**src/rtl/gs_div_ctrl.sv**
```systemverilog
// Goldschmidt divider sequencer: steers the multiplier operand muxes and register loads.
// Optional remainder step is enabled by defining GS_DIV_REMAINDER_EN.
//
// state  | meaning
// IDLE   | waiting for start, iter held at 0
// MUL_N  | multiply numerator path, load nNext
// MUL_D  | multiply denominator path, load dNext and kNext
// REM    | remainder multiply quotient*D, load remainder (GS_DIV_REMAINDER_EN only)
// DONE   | one-cycle completion pulse
module gs_div_ctrl #(
  parameter int ITERS = 3
) (
  input  logic       clk,
  input  logic       reset,
  input  logic       start,
  output logic       busy,
  output logic       done,
  output logic       mux_sel_k,
  output logic [1:0] mux_sel_op,
  output logic       en_n,
  output logic       en_d,
  output logic       en_k,
  output logic [2:0] iter
`ifdef GS_DIV_REMAINDER_EN
  ,
  output logic       rem_mul,
  output logic       en_rem
`endif
);

  localparam logic [2:0] LAST_ITER = 3'(ITERS - 1);

`ifdef GS_DIV_REMAINDER_EN
  typedef enum logic [2:0] {S_IDLE, S_MUL_N, S_MUL_D, S_REM, S_DONE} state_t;
`else
  typedef enum logic [2:0] {S_IDLE, S_MUL_N, S_MUL_D, S_DONE} state_t;
`endif

  state_t     r_state;
  state_t     w_state_nxt;
  logic [2:0] r_iter;
  logic [2:0] w_iter_nxt;

  always_ff @(posedge clk or posedge reset) begin
    if (reset) begin
      r_state <= S_IDLE;
      r_iter  <= 3'd0;
    end else begin
      r_state <= w_state_nxt;
      r_iter  <= w_iter_nxt;
    end
  end

  assign iter = r_iter;

  always_comb begin
    w_state_nxt = r_state;
    w_iter_nxt  = r_iter;
    busy        = 1'b0;
    done        = 1'b0;
    mux_sel_k   = 1'b0;
    mux_sel_op  = 2'b00;
    en_n        = 1'b0;
    en_d        = 1'b0;
    en_k        = 1'b0;
`ifdef GS_DIV_REMAINDER_EN
    rem_mul     = 1'b0;
    en_rem      = 1'b0;
`endif
    case (r_state)
      S_IDLE: begin
        w_iter_nxt = 3'd0;
        if (start) w_state_nxt = S_MUL_N;
      end
      S_MUL_N: begin
        busy = 1'b1;
        en_n = 1'b1;
        // First pass uses the table seed against raw N; later passes chain nNext.
        if (r_iter == 3'd0) begin
          mux_sel_k  = 1'b1;
          mux_sel_op = 2'b00;
        end else begin
          mux_sel_op = 2'b10;
        end
        if (r_iter < LAST_ITER) begin
          w_state_nxt = S_MUL_D;
        end else begin
`ifdef GS_DIV_REMAINDER_EN
          w_state_nxt = S_REM;
`else
          w_state_nxt = S_DONE;
          w_iter_nxt  = 3'd0;
`endif
        end
      end
      S_MUL_D: begin
        busy = 1'b1;
        en_d = 1'b1;
        en_k = 1'b1;
        if (r_iter == 3'd0) begin
          mux_sel_k  = 1'b1;
          mux_sel_op = 2'b01;
        end else begin
          mux_sel_op = 2'b11;
        end
        w_state_nxt = S_MUL_N;
        w_iter_nxt  = r_iter + 3'd1;
      end
`ifdef GS_DIV_REMAINDER_EN
      S_REM: begin
        busy        = 1'b1;
        rem_mul     = 1'b1;
        en_rem      = 1'b1;
        mux_sel_op  = 2'b01;
        w_state_nxt = S_DONE;
        w_iter_nxt  = 3'd0;
      end
`endif
      S_DONE: begin
        done        = 1'b1;
        w_state_nxt = S_IDLE;
        w_iter_nxt  = 3'd0;
      end
      default: begin
        w_state_nxt = S_IDLE;
        w_iter_nxt  = 3'd0;
      end
    endcase
  end

endmodule

```
**config.mk**
```make
export PLATFORM = sky130hd
export DESIGN_NAME = gs_div_ctrl
export DESIGN_NICKNAME = d
export VERILOG_FILES = /design/src/rtl/gs_div_ctrl.sv
export SDC_FILE = /design/constraint.sdc
export NUM_CORES = 1
export LEC_CHECK = 0
export CAP_MARGIN = 20
export CORE_AREA = 2 2 39 41
export DETAILED_ROUTE_END_ITERATION = 10
export DIE_AREA = 0 0 41 43
export PLACE_DENSITY = 0.54
export SLEW_MARGIN = 20
export SYNTH_ARGS = -nofsm -noshare
export SYNTH_HDL_FRONTEND = slang
export SYNTH_SLANG_ARGS = --single-unit
export TNS_END_PERCENT = 100
```
**constraint.sdc**
```tcl
create_clock -name clk -period 2.06 [get_ports clk]
set_clock_uncertainty 0.15 [all_clocks]
set_input_delay 0.515 -clock clk [delete_from_list [all_inputs] [get_ports clk]]
set_output_delay 0.515 -clock clk [all_outputs]
set_load 0.01 [all_outputs]
```
Word level (Yosys, flattened, before mapping). Cells that the tools add are included.

Register bits: 6. Input bits: 3. Output and inout bits: 11. Word-level logic and storage cells: 26.

Add/sub/neg operators: 1. Mux-type cells: 14. Reduce and logical (&&, ||, !) cells: 3. Equality and inequality tests: 5. Order comparisons: 1.

Operator list (count): $pmux W3 S3 (1); $mux W1 (7); $eq A3 B2 Y1 const B (2); $logic_not A3 Y1 (2); $mux W3 (2); $pmux W3 S2 (1); $mux W2 (2); $ne A2 B2 Y1 const B (2); $pmux W2 S2 (1); $add A3 B1 Y3 const B (1); $eq A3 B1 Y1 const B (1); $lt A3 B2 Y1 const B (1); $reduce_or A2 Y1 (1).

Logic depth before layout (Yosys ltp).
Word-level depth: 3. Depth in mapped cells: 5. Depth with buffers taken out: 5.

Worst setup path after synthesis. Ideal clock, no wire load.

Kind: reg2out. Start point: register r_state[0]. End point: output mux_sel_k. Arrival: 1.181 ns. Stages on the path, launching flop included: 4. Slack: 0.214 ns. Buffers on the path: 0. Path through: dfrtp_1 inv_1 ha_1 nor3b_1.

Word-level cells in the longest chain between the ends: 3.

RTL lines: start, declared (RTL line 39) `state_t r_state;`; start signal, assigned (RTL line 49) `r_state <= w_state_nxt;`; $eq A3 B2 Y1 or $eq A3 B1 Y1 (tied branches) (RTL line 70) `case (r_state)`; $reduce_or A2 Y1 (no line) *; $mux W1 *; end, declared (RTL line 18) `output logic mux_sel_k,`.

Every way passes the cells marked *; elsewhere a longest branch is shown, timed or not.

Worst setup path in the final report.
Start point: register r_state[0]. End point: output busy.

Word-level cells in the longest chain between the ends: 3.

RTL lines: $eq A3 B2 Y1 or $eq A3 B1 Y1 (tied branches) (RTL line 70); $reduce_or A2 Y1 (no line) *; $mux W1 * (RTL line 70); end, declared (RTL line 16) `output logic busy,`.

Marks and branches as above.

==> results.sh <==
export IMPL_run_status="completed"
export IMPL_routed_wl_um=822
export IMPL_gp_congestion=0.666
export IMPL_yosys_area_share_xor_xnor=0
export IMPL_max_stage_delay_ns=0.39
export IMPL_cts_root_buf="clkbuf_4"
export IMPL_first_global_vias=344
export IMPL_synth_warnings=0
export IMPL_rsz0062_at_grt="false"
export IMPL_syn_nets=53
export IMPL_synth_seq_area_share=0.313
export IMPL_hpwlAfterDp_um=703
export IMPL_ant_nets=0
export IMPL_crit_fanout=3
export IMPL_synthSimpleGateAreaFrac=0.150
export IMPL_drt_iter0_markers=0
export IMPL_viasPerCell=4.18
export IMPL_avgSynthCellArea_um2=9.77
export IMPL_ys_ff_latch=5
export IMPL_cts_reportedPaths_clkPinSlew_ns=0.04
export IMPL_worst_slack_ns=0.0768
export IMPL_slew_viol_final=0
export IMPL_port_buffers=13
export IMPL_worstMarginPinSlew_ns=0.176
export IMPL_layout_common_cells="12 x buf_4, 6 x ha_1, 5 x clkdlybuf4s50_1, 5 x dfrtp_1"
export IMPL_critical_path_required_ns=1.39
export IMPL_reg2regPathDepth=7
export IMPL_setup_violations=0
export IMPL_slew_headroom=0.882
export IMPL_synth_area_um2=400
export IMPL_reg2reg_to="r_state[0]"
export IMPL_row_count=14
export IMPL_grt_max_degree=6
export IMPL_vias=351
export IMPL_drive_gt1_frac=0.397
export IMPL_p_total_mw=0.862
export IMPL_endpoint_kind="output pin"
export IMPL_synth_adder_area_share=0.281
export IMPL_min_path_type="input pin to async pin"
export IMPL_cts_buffers=3
export IMPL_muxShareOfSynthArea=0.0250
export IMPL_synth_top_family_by_area="adder cells"
export IMPL_nets=81
export IMPL_synth_compound_area_frac=0.128
export IMPL_power_leakage_nw=0.345
export IMPL_fmax_mhz=504
export IMPL_hold_violations=0
export IMPL_startpoint="r_state[0]"
export IMPL_fp_dieH_um=43
export IMPL_cp_start_kind="register"
export IMPL_r2r_slack_ns=0.58
export IMPL_grt_pass1_wl_um=1390
export IMPL_start_util=0.289
export IMPL_clock_sinks=5
export IMPL_ir_worst_vdd_mv=0.557
export IMPL_clk_latency_ns=0.24
export IMPL_die_x_um=41
export IMPL_htreeDepth=1
export IMPL_cp_slowest_cell="dfrtp_1"
export IMPL_wl_per_cell_um=9.79
export IMPL_max_cap_violations=0
export IMPL_ys_types=19
export IMPL_hold_ws_ns=0.315
export IMPL_core_area_um2=1380
export IMPL_endpoint="busy"
export IMPL_min_period_ns=1.98
export IMPL_path_cells="inv_2 > ha_4 > buf_4 > dlygate4sd2_1"
export IMPL_setup_tns_final_ns=0
export IMPL_io_pins=14
export IMPL_antenna_diode_count=0
export IMPL_crit_type="register to output pin"
export IMPL_clockBufferDepth=2
export IMPL_area_growth_pct=63.4
export IMPL_cp_arrival_ns=1.32
export IMPL_grt_usage=0.123
export IMPL_gr_total_overflow=0
export IMPL_dpl_worst_slack_ns=-0.0682
export IMPL_antenna_found_initial=0
export IMPL_die_area_um2=1760
export IMPL_r2r_start="r_state[0]"
export IMPL_cts_setup_buffers=0
export IMPL_post_route_period_util=0.963
export IMPL_firstDrtPassIters=1
export IMPL_synthCells=41
export IMPL_power_density_nw_per_um2=1320
export IMPL_final_common_cell="buf_4"
export IMPL_remaining_drc_errors=0
export IMPL_cts_tree="done"
## Yosys cell counts
cell type / number / area, um2
inv_1: 6 / 22.5
o311a_1: 1 / 10.0
nand3b_1: 1 / 7.51
nor2_2: 1 / 6.26
nor2_1: 2 / 7.51
o21ai_0: 2 / 10.0
o221a_1: 1 / 11.3
mux2i_1: 1 / 10.0
nand2b_4: 1 / 13.8
ha_1: 9 / 113
a21boi_1: 1 / 7.51
o21ai_1: 1 / 5.00
o31ai_1: 1 / 7.51
dfrtp_1: 5 / 125
buf_4: 2 / 15.0
inv_2: 1 / 3.75
nor3b_1: 1 / 7.51
nand2b_1: 1 / 6.26
nand2_1: 3 / 11.3
## layer usage
metal	GRT usage	part of all wire	up-vias
li1	-	-	187
met5	0	0	-
met4	0.0800	0	0
met3	0.0471	0.040	0
met1	0.149	0.44	156
met2	0.175	0.52	8
## power breakdown
group / internal (mW) / switching [mW] / leakage (nW)
Clock: 0.0731 / 0.0384 / 0.0150
Combinational: 0.331 / 0.278 / 0.264
Sequential: 0.126 / 0.0163 / 0.0661
Total: 0.530 / 0.332 / 0.345
## per-stage QoR
step | util | instance area [um2] | std cells
after floorplan | - | 400 | 41
after global placement | 0.452 | 626 | 80
after detailed placement | 0.452 | 626 | 80
after CTS | 0.467 | 647 | 84
after global routing | 0.473 | 654 | 84
final | 0.473 | 654 | 84
## critical path: cells and delay by family (launching register included)
kind,cells,cell delay (ns)
fa+ha+maj,1,0.21
buf+inv,3,0.49
flops,1,0.39
## state kept, by name, indices dropped and copies added (netlist names)
| register | flops |
|---|---|
| iter | 3 |
| r_state | 2 |
## worst min-delay path by stage
stage	start	to	slack (ns)	cells past startpoint
detailed placement	iter[0]	iter[0]	0.41	3
global placement	iter[0]	iter[0]	0.41	3
finish	reset	iter[0]	0.32	2
floorplan	reset	iter[0]	0.14	1
global route	reset	iter[1]	0.31	2
CTS	reset	iter[0]	0.30	2
## layout make-up
class / count / area (um2)
clock buffers: 4 / 26.3
fillers: 137 / 729
inverters: 7 / 26.3
multi-input cells: 27 / 256
flip-flops and latches: 5 / 125
well taps: 16 / 20.0
repair buffers: 25 / 200
## kinds of logic after synthesis
family | after synthesis
compound gates | 7
fa+ha+maj | 9
mux | 1
simple gates | 10
buf+inv | 9
flops | 5
## repair_timing
action | 4_1_cts | 5_1_grt
gates resized for setup | 15 | 8
pin swaps | 0 | 0
endpoints found under the setup margin | 8 | 3
hold buffers | 0 | 0
No activity file was read; power rests on OpenSTA's default activity.
